--- src/rtl/btm_arb.sv ---
// btm_arb: round-robin arbiter feeding one shared btm approximate multiplier.
// Requests are granted round-robin, the winner's operands enter a stallable
// result pipeline, and products leave on one response channel tagged by ID.
// Optional: define BTM_ARB_STATS_EN to add saturating stall/grant counters
// (o_stall_cnt, o_gnt_cnt).
module btm_arb #(
  parameter int unsigned BWOP = 32,
  parameter int unsigned NAB  = 1,
  parameter int unsigned NREQ = 4,
  parameter int unsigned IDW  = 2,  // 2**IDW must cover NREQ
  parameter int unsigned LAT  = 2
) (
  input  logic                 i_clk,
  input  logic                 i_rst,
  input  logic [NREQ-1:0]      i_req_vld,
  input  logic [NREQ*BWOP-1:0] i_req_a,
  input  logic [NREQ*BWOP-1:0] i_req_b,
  output logic [NREQ-1:0]      o_req_rdy,
  output logic                 o_rsp_vld,
  output logic [IDW-1:0]       o_rsp_id,
  output logic [BWOP-1:0]      o_rsp_c,
  input  logic                 i_rsp_rdy
`ifdef BTM_ARB_STATS_EN
  ,
  output logic [15:0]          o_stall_cnt,
  output logic [NREQ*16-1:0]   o_gnt_cnt
`endif
);

  // Product width wide enough that no shift or multiply loses low bits
  localparam int unsigned PW = 2 * BWOP + 2;

  logic                stall_c;
  logic                accept_c;
  logic [NREQ-1:0]     gnt_c;
  logic [IDW-1:0]      gnt_idx_c;
  int unsigned         best_dist_c;
  logic [BWOP-1:0]     sel_a_c;
  logic [BWOP-1:0]     sel_b_c;

  logic [IDW-1:0]      ptr_q;
  logic [IDW-1:0]      ptr_d;

  logic                s0_vld_q;
  logic [IDW-1:0]      s0_id_q;
  logic [BWOP-1:0]     s0_a_q;
  logic [BWOP-1:0]     s0_b_q;

  logic [BWOP-1:0]     btm_c;

  logic                tail_vld_c;
  logic [IDW-1:0]      tail_id_c;
  logic [BWOP-1:0]     tail_c_c;

  logic                rsp_vld_q;
  logic [IDW-1:0]      rsp_id_q;
  logic [BWOP-1:0]     rsp_c_q;

  // A held response freezes the whole pipeline
  assign stall_c = rsp_vld_q & ~i_rsp_rdy;

  // Round-robin pick: valid requester with the smallest distance above the pointer
  always_comb begin
    gnt_c       = '0;
    gnt_idx_c   = '0;
    best_dist_c = NREQ;
    for (int unsigned k = 0; k < NREQ; k++) begin
      if (i_req_vld[k] && (((k + NREQ - 32'(ptr_q)) % NREQ) < best_dist_c)) begin
        best_dist_c = (k + NREQ - 32'(ptr_q)) % NREQ;
        gnt_idx_c   = IDW'(k);
      end
    end
    accept_c = (best_dist_c < NREQ) && !stall_c && !i_rst;
    for (int unsigned k = 0; k < NREQ; k++) begin
      gnt_c[k] = accept_c && (gnt_idx_c == IDW'(k));
    end
  end

  assign o_req_rdy = gnt_c;

  // Operand mux for the granted requester
  always_comb begin
    sel_a_c = '0;
    sel_b_c = '0;
    for (int unsigned k = 0; k < NREQ; k++) begin
      if (gnt_idx_c == IDW'(k)) begin
        sel_a_c = i_req_a[k*BWOP +: BWOP];
        sel_b_c = i_req_b[k*BWOP +: BWOP];
      end
    end
  end

  // Pointer moves just past the accepted requester, otherwise holds
  always_comb begin
    ptr_d = ptr_q;
    if (accept_c) begin
      ptr_d = (gnt_idx_c == IDW'(NREQ - 1)) ? '0 : gnt_idx_c + IDW'(1);
    end
  end

  // Pointer register
  always_ff @(posedge i_clk or posedge i_rst) begin
    if (i_rst) begin
      ptr_q <= '0;
    end else begin
      ptr_q <= ptr_d;
    end
  end

  // Stage 0: capture the accepted request (a bubble when nothing is granted)
  always_ff @(posedge i_clk or posedge i_rst) begin
    if (i_rst) begin
      s0_vld_q <= 1'b0;
      s0_id_q  <= '0;
      s0_a_q   <= '0;
      s0_b_q   <= '0;
    end else if (!stall_c) begin
      s0_vld_q <= accept_c;
      if (accept_c) begin
        s0_id_q <= gnt_idx_c;
        s0_a_q  <= sel_a_c;
        s0_b_q  <= sel_b_c;
      end
    end
  end

  // btm multiplier: round operands to BWOP-NAB bits, multiply, rescale by 2*NAB
  if (NAB == 0) begin : g_exact
    assign btm_c = BWOP'(PW'(s0_a_q) * PW'(s0_b_q));
  end else begin : g_approx
    localparam int unsigned RW = BWOP - NAB + 1;
    logic [RW-1:0] a_rnd_c;
    logic [RW-1:0] b_rnd_c;
    assign a_rnd_c = RW'(s0_a_q >> NAB) + RW'(s0_a_q[NAB-1]);
    assign b_rnd_c = RW'(s0_b_q >> NAB) + RW'(s0_b_q[NAB-1]);
    assign btm_c   = BWOP'((PW'(a_rnd_c) * PW'(b_rnd_c)) << (2 * NAB));
  end

  // Result stages 1..LAT-1; with LAT=1 the product goes straight to the response
  if (LAT == 1) begin : g_lat1
    assign tail_vld_c = s0_vld_q;
    assign tail_id_c  = s0_id_q;
    assign tail_c_c   = btm_c;
  end else begin : g_latn
    localparam int unsigned NST = LAT - 1;
    logic [NST-1:0]  st_vld_q;
    logic [IDW-1:0]  st_id_q [NST];
    logic [BWOP-1:0] st_c_q  [NST];

    // Shift register of results; bubbles advance with valid entries
    always_ff @(posedge i_clk or posedge i_rst) begin
      if (i_rst) begin
        st_vld_q <= '0;
        for (int unsigned j = 0; j < NST; j++) begin
          st_id_q[j] <= '0;
          st_c_q[j]  <= '0;
        end
      end else if (!stall_c) begin
        st_vld_q[0] <= s0_vld_q;
        if (s0_vld_q) begin
          st_id_q[0] <= s0_id_q;
          st_c_q[0]  <= btm_c;
        end
        for (int unsigned j = 1; j < NST; j++) begin
          st_vld_q[j] <= st_vld_q[j-1];
          if (st_vld_q[j-1]) begin
            st_id_q[j] <= st_id_q[j-1];
            st_c_q[j]  <= st_c_q[j-1];
          end
        end
      end
    end

    assign tail_vld_c = st_vld_q[NST-1];
    assign tail_id_c  = st_id_q[NST-1];
    assign tail_c_c   = st_c_q[NST-1];
  end

  // Response register; data only changes when a new result arrives
  always_ff @(posedge i_clk or posedge i_rst) begin
    if (i_rst) begin
      rsp_vld_q <= 1'b0;
      rsp_id_q  <= '0;
      rsp_c_q   <= '0;
    end else if (!stall_c) begin
      rsp_vld_q <= tail_vld_c;
      if (tail_vld_c) begin
        rsp_id_q <= tail_id_c;
        rsp_c_q  <= tail_c_c;
      end
    end
  end

  assign o_rsp_vld = rsp_vld_q;
  assign o_rsp_id  = rsp_id_q;
  assign o_rsp_c   = rsp_c_q;

`ifdef BTM_ARB_STATS_EN
  localparam int unsigned CW = 16;

  logic [CW-1:0]      stall_cnt_q;
  logic [NREQ*CW-1:0] gnt_cnt_q;

  // Saturating stall-cycle and per-requester accept counters
  always_ff @(posedge i_clk or posedge i_rst) begin
    if (i_rst) begin
      stall_cnt_q <= '0;
      gnt_cnt_q   <= '0;
    end else begin
      if (stall_c && (stall_cnt_q != 16'hFFFF)) begin
        stall_cnt_q <= stall_cnt_q + CW'(1);
      end
      for (int unsigned k = 0; k < NREQ; k++) begin
        if (gnt_c[k] && (gnt_cnt_q[k*CW +: CW] != 16'hFFFF)) begin
          gnt_cnt_q[k*CW +: CW] <= gnt_cnt_q[k*CW +: CW] + CW'(1);
        end
      end
    end
  end

  assign o_stall_cnt = stall_cnt_q;
  assign o_gnt_cnt   = gnt_cnt_q;
`endif

endmodule

--- config.mk ---
export PLATFORM = sky130hd
export DESIGN_NAME = btm_arb
export DESIGN_NICKNAME = d
export VERILOG_FILES = /design/src/rtl/btm_arb.sv
export SDC_FILE = /design/constraint.sdc
export NUM_CORES = 1
export LEC_CHECK = 0
export BUFFER_PORTS_ARGS = -buffer_cell sky130_fd_sc_hd__buf_2
export CAP_MARGIN = 20
export CORE_UTILIZATION = 55
export DETAILED_ROUTE_END_ITERATION = 12
export HOLD_SLACK_MARGIN = 0.03
export PLACE_DENSITY = 0.81
export SYNTH_ARGS = -nofsm -noshare
export SYNTH_HDL_FRONTEND = slang
export SYNTH_SLANG_ARGS = --single-unit
--- constraint.sdc ---
create_clock -name i_clk -period 8.2 [get_ports i_clk]
set_input_delay 0.41 -clock i_clk [delete_from_list [all_inputs] [get_ports i_clk]]
set_output_delay 0.41 -clock i_clk [all_outputs]
set_load 0.005 [all_outputs]
# Yosys cells after proc, flatten, opt, wreduce, memory -nomap -nowiden
# Index checks and enable logic that the tools add are counted.
op_classes:
  n_addsub: 7
  multipliers: 1
  n_div: 0
  magnitude_cmp: 5
  eq_ne: 3
  shifts: 0
  n_mux: 16
  n_bitwise: 3
  n_reduce_logical: 16
ops:
  columns: ["operator", "count"]
  rows:
  - ["32-bit 2-to-1 mux", 9]
  - ["2-bit by 32-bit less-than comparator with 1-bit output", 3]
  - ["31-bit by 1-bit adder with 32-bit output", 2]
  - ["32-bit by 3-bit less-than comparator with 1-bit output (second input constant)", 1]
  - ["32-bit by 32-bit multiplier with 30-bit output", 1]
  - ["1-bit logical AND", 10]
  - ["3-bit 2-to-1 mux", 3]
  - ["2-bit 2-to-1 mux", 3]
  - ["2-bit AND reduction", 3]
  - ["2-bit == test (second input constant)", 2]
  - ["1-bit by 2-bit subtractor with 2-bit output (first input constant)", 2]
  - ["2-bit subtractor (first input constant)", 2]
  - ["2-bit by 3-bit less-than comparator with 1-bit output (second input constant)", 1]
  - ["2-bit by 1-bit adder with 2-bit output (second input constant)", 1]
  - ["2-bit by 1-bit == test with 1-bit output (second input constant)", 1]
  - ["1-bit logical NOT", 2]
  - ["2-bit logical NOT", 1]
  - ["1-bit NOT", 2]
  - ["1-bit bitwise AND", 1]
  - ["1-bit 2-to-1 mux", 1]
totals:
  register_bits: 135
  latchBits: 0
  mem_bits_rw: 0
  romBits: 0
  input_bits: 263
  elab_cells: 62
  mem_count: 0

# Longest topological paths before layout
# Gate-level depths: netlist of run 1.
logic_depth:
  depth_word: 18
  depth_mapped: 36
  depth_no_buf: 35

# Least setup slack after synthesis of run 1
# OpenSTA, ideal clock, no wires.
synth_timing:
  kind: "register -> register"
  start: "register s0_a_q[0]"
  end: "register g_latn.st_c_q[27] (netlist name)"
  setup_ps: 133
  arrival_time_ps: 8280
  t_required_ps: 8067
  setup_slack_ps: -214
  path_stages_with_launch: 36
  n_path_buf: 0
  period_less_slack_ps: 8414
  path_cell_list: "dfrtp_1 ha_1 ha_1 nand3_1 or3_1 inv_1 nand2_1 xor2_1 nor2_1 fa_1 fa_1 fa_1 inv_1 fa_1 inv_1 fa_1 inv_1 fa_1 inv_1 fa_1 inv_1 fa_1 inv_1 ha_1 a21o_1 a21o_1 a21oi_1 o21ai_0 or3b_2 a31oi_1 a211oi_1 a21oi_1 o21bai_1 a21oi_1 xnor2_1 o21ai_0"
synth_via:
  elab_chain_len: 2
synth_lines:
  columns: ["element", "line_no", "text"]
  rows:
  - ["start, declared", "46", "logic [BWOP-1:0] s0_a_q;"]
  - ["start signal, assigned", "121", "s0_a_q <= sel_a_c;"]
  - ["31-bit by 1-bit adder with 32-bit output", "134", "assign a_rnd_c = RW'(s0_a_q >> NAB) + RW'(s0_a_q[NAB-1]);"]
  - ["32-bit by 32-bit multiplier with 30-bit output", "136", "assign btm_c = BWOP'((PW'(a_rnd_c) * PW'(b_rnd_c)) << (2 * NAB));"]
  - ["end signal, assigned by index", "168", "st_c_q[j] <= st_c_q[j-1];"]
  - ["end, declared", "148", "logic [BWOP-1:0] st_c_q [NST];"]
# No other way between the ends.
# A chain may end at the register's enable or synchronous reset.

# Final worst setup path of run 1
layout_timing:
  start: "register s0_b_q[0]"
  end: "register g_latn.st_c_q[28] (netlist name)"
layout_via:
  elab_chain_len: 2
layout_lines:
  columns: ["element", "line_no", "text"]
  rows:
  - ["start, declared", "47", "logic [BWOP-1:0] s0_b_q;"]
  - ["start signal, assigned", "122", "s0_b_q <= sel_b_c;"]
  - ["31-bit by 1-bit adder with 32-bit output", "135", "assign b_rnd_c = RW'(s0_b_q >> NAB) + RW'(s0_b_q[NAB-1]);"]
  - ["32-bit by 32-bit multiplier with 30-bit output", "136", null]
# No other way between the ends.

==> impl_metrics.ini, run 1 <==
[grt]
grt_overflow = 0
grtUsageMet1_pct = 42.7
grt_use_total_pct = 35.7
grt.busiest_layer = met2
grt_use_met2_pct = 59.1
grt_pass1_wl_um = 110000
grt_start_max_net_pins = 115
globalRouteMet3Util_pct = 7.50
antenna_found_initial = 7
first_global_vias = 21000

[timing]
fmax_mhz = 121
finalHoldViolations = 0
layout_min_cycle_time_ns = 8.28
finalCritPeriodShare_pct = 101
setup-violations-final = 5
final.setup_skew_ns = 0.0119
tightest_slew_ns = 1.08
worst_slack_ns = -0.0796
rsz0062_at_grt = yes
slew_viol_final = 0
maxSlewHeadroom_pct = 27.3
whs_ns = 0.108

[routing]
wl_um = 72200
drt_iter0_markers = 1644
ant_nets = 0
vias = 19900
wl_per_cell_um = 20.4
drtPass1Iterations = 9
drc_errors = 0
via_per_inst = 5.61

[critical_path]
worstPathMaxFanout = 11
path_common_cell = fa_1
crit_slowest_cell = fa_1
slowest_delay_ns = 0.54
worstPathRequired_ns = 8.54
end_kind = flip-flop
critPathLaunchType = flip-flop
cp.arrival_ns = 8.62
worstSetupPathType = flip-flop to flip-flop
rrSetupSlack_ns = -0.08

[outcome]
outcome = finished with violations
violations = setup timing

[place]
finalWeightedCongestion = 1.01
dp_hpwl_um = 57000
dpl_cell_area_um2 = 25300
pre_cts_ws_ns = -0.596
io_buffer_count = 291

[clock_network]
clkLatencyLatePin_ns = 0.45
holdBufCountCts = 0
clockBufferDepth = 2
h-tree-depth = 4
cts_tree = done
clk_pin_slew_ns = 0.06
cts-buffers-inserted = 17
cts_sinks = 133
cts-root-buf = clkbuf_16

[flow_run]
max_cap_violations = 0

[die]
initial_core_util_pct = 55.9
dieHeight_um = 200
std_cell_rows = 72
die_area_um2 = 40200
design.core.area_um2 = 38700
io_pins = 302
die_x_um = 200

[logic_synthesis]
synth_cell_types = 59
synth_area_leaders = fa_1, dfrtp_1, ha_1, inv_1, nor2_1
synth_top_cell_area_share_pct = 32.6
yosysWarnings = 0
synth_common_cells = inv_1, fa_1, nor2_1, nand2_1, a21oi_1
yosysTopAreaCell = fa_1
synth_edf_count = 0
avgSynthCellArea_um2 = 8.52
synth_cells = 2544
synth-seq-cells = 133
yosysSeqAreaShare_pct = 15.4
synth-async-reset-ratio_pct = 100
syn-cell-area_um2 = 21700
synth_ff_type = dfrtp_1
synth_most_common_cell = inv_1

[layout]
fill_cells = 2927
finish.utilization_pct = 69.7
areaGrowthSynthToFinish_pct = 24.5
drive_gt1_share_pct = 25.6
stdcell_area_um2 = 27000
final_nets = 3744

[worst_hold_path]
hp-class = input pin to asynchronous set/reset pin
==> worst paths after layout <==
check / from / to / cells past startpoint
worst max register to register: s0_b_q[0] / g_latn.st_c_q[28] / 31
worst min-delay path: i_rst / g_latn.st_vld_q / 2
worst max-delay path: s0_b_q[0] / g_latn.st_c_q[28] / 31
max in group asynchronous: i_rst / s0_a_q[12] / 3
min in group i_clk: i_req_b[102] / s0_b_q[6] / 3
worst min register to register: g_latn.st_c_q[21] / g_latn.st_c_q[21] / 2
==> layer usage <==
| metal | wire length (µm) | part of all wire (%) | vias up |
|---|---|---|---|
| met5 | 13 | 0.018 | - |
| met4 | 4950 | 6.9 | 2 |
| met3 | 6520 | 9.0 | 257 |
| met2 | 34900 | 48 | 1065 |
| met1 | 25900 | 36 | 9753 |
| li1 | - | - | 8793 |
==> stage by stage <==
stage,setup TNS [ns],std cells
2_1_floorplan,0,2545
3_3_place_gp,-1.21,3475
3_5_place_dp,-2.71,3475
4_1_cts,0,3519
5_1_grt,-1.28,3539
6_report,-0.222,3542
==> critical path: cells and delay by family, from the launching register on <==
kind | cells | cell delay [ns]
fa+ha+maj | 10 | 3.93
flops | 1 | 0.41
xor+xnor | 1 | 0.21
compound gates | 12 | 2.59
simple gates | 2 | 0.31
buf+inv | 6 | 0.68
==> layout by cell type (no fill, tap or decap), drive strengths merged, types with 61 or more instances in the layout <==
master,Yosys,final
buf,20,559
inv,415,419
fa,353,353
nor2,347,347
nand2,303,303
a21oi,201,201
dfrtp,133,133
ha,125,125
xnor2,110,110
and2,86,86
a22oi,61,61
==> logic make-up (layout without fill, tap and decap cells) <==
family	after synthesis	count (layout)	synth area share, %
AND/OR/NAND/NOR	834	834	16.8
buffers and inverters	536	1007	9.37
adder cells (fa/ha/maj)	479	479	39.9
AO/OA/AOI/OAI	356	356	9.44
XOR/XNOR	165	165	7.06
flip-flops	133	133	15.4
multiplexers	40	40	2.07
other	1	10	0.0173
==> sequential cells by signal, indices dropped and copies added (netlist names) <==
signal / flops
g_latn.st_c_q: 30
g_latn.st_id_q: 2
g_latn.st_vld_q: 1
o_rsp_c: 30
o_rsp_id: 2
o_rsp_vld: 1
ptr_q: 2
s0_a_q: 31
s0_b_q: 31
s0_id_q: 2
s0_vld_q: 1
==> repair_timing <==
action,in CTS,in global routing
gates cloned,0,1
buffers inserted,12,16
resized for setup,80,84
endpoints found under the setup margin,7,10
hold endpoints to repair,0,0
pin swaps,58,62
==> layout make-up <==
cell class	instances	area, µm²	area share [%]
Inverter	415	1560	5.79
Clock inverter	13	171	0.635
Clock buffer	19	443	1.64
Sequential cell	133	3330	12.3
Timing Repair Buffer	560	3700	13.7
Antenna cell	8	20.0	0.0742
Tap cell	518	648	2.40
Multi-Input combinational cell	1876	17100	63.4
Power of run 1 is left out: the tool's default activity adds up to more than one toggle a clock period on the data nets, which glitch-free logic cannot reach.
==> run 2, diff against run 1 <==
RECOVER_POWER = 100   (was not set)
==> run 2 against run 1 <==
- final cell count hardly changed
- the flow finishes with violations (capacitance limit, slew limit, setup timing)
- via count is 0.16% higher
- sequential cell count unchanged
- largest cell class unchanged
- non-clock buffer count did not move
- routed wire length hardly changed
- clock skew is 0.0012 ns higher
- first-iteration DRC count down 0.67%
- critical path depth unchanged
==> impl_metrics.ini, run 2 (synthesis results as in run 1) <==
[timing]
layout_min_cycle_time_ns = 8.29
maxSlewHeadroom_pct = -77.2
fmax_mhz = 121
setup-violations-final = 5
final.setup_skew_ns = 0.0131
tightest_slew_ns = 2.64
worst_slack_ns = -0.0917
slew_viol_final = 63
rsz0062_at_grt = yes
finalCritPeriodShare_pct = 101
whs_ns = 0.257
finalHoldViolations = 0

[critical_path]
worstSetupPathType = flip-flop to flip-flop
cp.arrival_ns = 8.64
worstPathRequired_ns = 8.55
critPathLaunchType = flip-flop
path_buf_inv = 6
end_kind = flip-flop
path_common_cell = fa_1
path_delay_family = adder cells
slowest_delay_ns = 0.54
crit_slowest_cell = fa_1
worstPathMaxFanout = 11

[die]
die_area_um2 = 40200
dieHeight_um = 200
die_x_um = 200
io_pins = 302
design.core.area_um2 = 38700
std_cell_rows = 72
initial_core_util_pct = 55.9

[layout]
seqCellArea_um2 = 3330
final_nets = 3744
final_common_cell = inv_1
stdcell_area_um2 = 27000
areaGrowthSynthToFinish_pct = 24.5
top_regs = s0_a_q (31), s0_b_q (31)
final_cell_mix = inv_1, fa_1, nor2_1
finish.utilization_pct = 69.6
fill_cells = 2930
drive_gt1_share_pct = 25.5
multiInputGateArea_um2 = 17100

[grt]
first_global_vias = 21000
grt_use_total_pct = 35.7
antenna_found_initial = 7
grt_pass1_wl_um = 110000
grt_start_max_net_pins = 115
grt_overflow = 0

[routing]
drtPass1Iterations = 8
drt_iter0_markers = 1633
vias = 19900
ant_nets = 0
drc_errors = 0
via_per_inst = 5.62
wl_per_cell_um = 20.4
wl_um = 72300

[clock_network]
holdBufCountCts = 0
cts_tree = done
clkLatencyLatePin_ns = 0.45
clk_pin_slew_ns = 0.07
h-tree-depth = 4
cts-root-buf = clkbuf_16
clockBufferDepth = 2
cts_sinks = 133
cts-buffers-inserted = 17

[place]
io_buffer_count = 291
dpl_cell_area_um2 = 25300
dp_hpwl_um = 57000
finalWeightedCongestion = 1.01

[outcome]
outcome = finished with violations
violations = capacitance limit, slew limit, setup timing

[worst_hold_path]
hp-class = input pin to flip-flop

[flow_run]
max_cap_violations = 1
## run 2: final timing paths
| path | start | endpoint | slack [ns] | depth (start not counted) |
|---|---|---|---|---|
| setup / recovery | s0_b_q[0] | g_latn.st_c_q[28] | -0.09 | 31 |
| min in group asynchronous | i_rst | g_latn.st_vld_q | 0.69 | 2 |
| max in group asynchronous | i_rst | s0_a_q[12] | 5.62 | 3 |
| hold / removal | i_req_b[102] | s0_b_q[6] | 0.26 | 3 |
| setup reg to reg | s0_b_q[0] | g_latn.st_c_q[28] | -0.09 | 31 |
| hold reg to reg | g_latn.st_c_q[21] | g_latn.st_c_q[21] | 0.49 | 2 |
## run 2: worst register-to-register path: cells and delay by family (launching register included)
kind                     cells  cell delay [ns]
flip-flops                   1             0.41
AND/OR/NAND/NOR              2             0.32
buffers and inverters        6             0.69
AO/OA/AOI/OAI               12             2.60
XOR/XNOR                     1             0.21
adder cells (fa/ha/maj)     10             3.93
## run 2: stage by stage
step | std cells | TNS (ns) | setup slack, ns
after detailed placement | 3475 | -2.71 | -0.596
after CTS | 3519 | 0 | 0.00106
after floorplan | 2545 | 0 | 0.00850
final | 3541 | -0.239 | -0.0917
after global routing | 3539 | -1.28 | -0.256
after global placement | 3475 | -1.21 | -0.318
## run 2: what timing repair did
item | 4_1_cts | 5_1_grt
endpoints found under the setup margin | 7 | 10
pin swaps | 58 | 62
gates cloned | 0 | 1
resized for setup | 80 | 84
setup buffers | 12 | 16
## run 2: metal layers
layer | wire length [µm] | track usage, % | vias to the layer above
met4 | 4840 | 22.5 | 2
met2 | 34900 | 59.1 | 1094
met3 | 6630 | 7.50 | 258
li1 | - | - | 8801
met5 | 13 | 0 | -
met1 | 25900 | 42.7 | 9747
## run 2: layout make-up
cell class,count,share of cell area [%]
inverters,415,5.79
multi-input cells,1876,63.4
well taps,518,2.40
diodes,7,0.0649
clock inverters,13,0.636
flip-flops and latches,133,12.3
clock buffers,19,1.64
repair buffers,560,13.7
Power of run 2 is left out for the same reason.
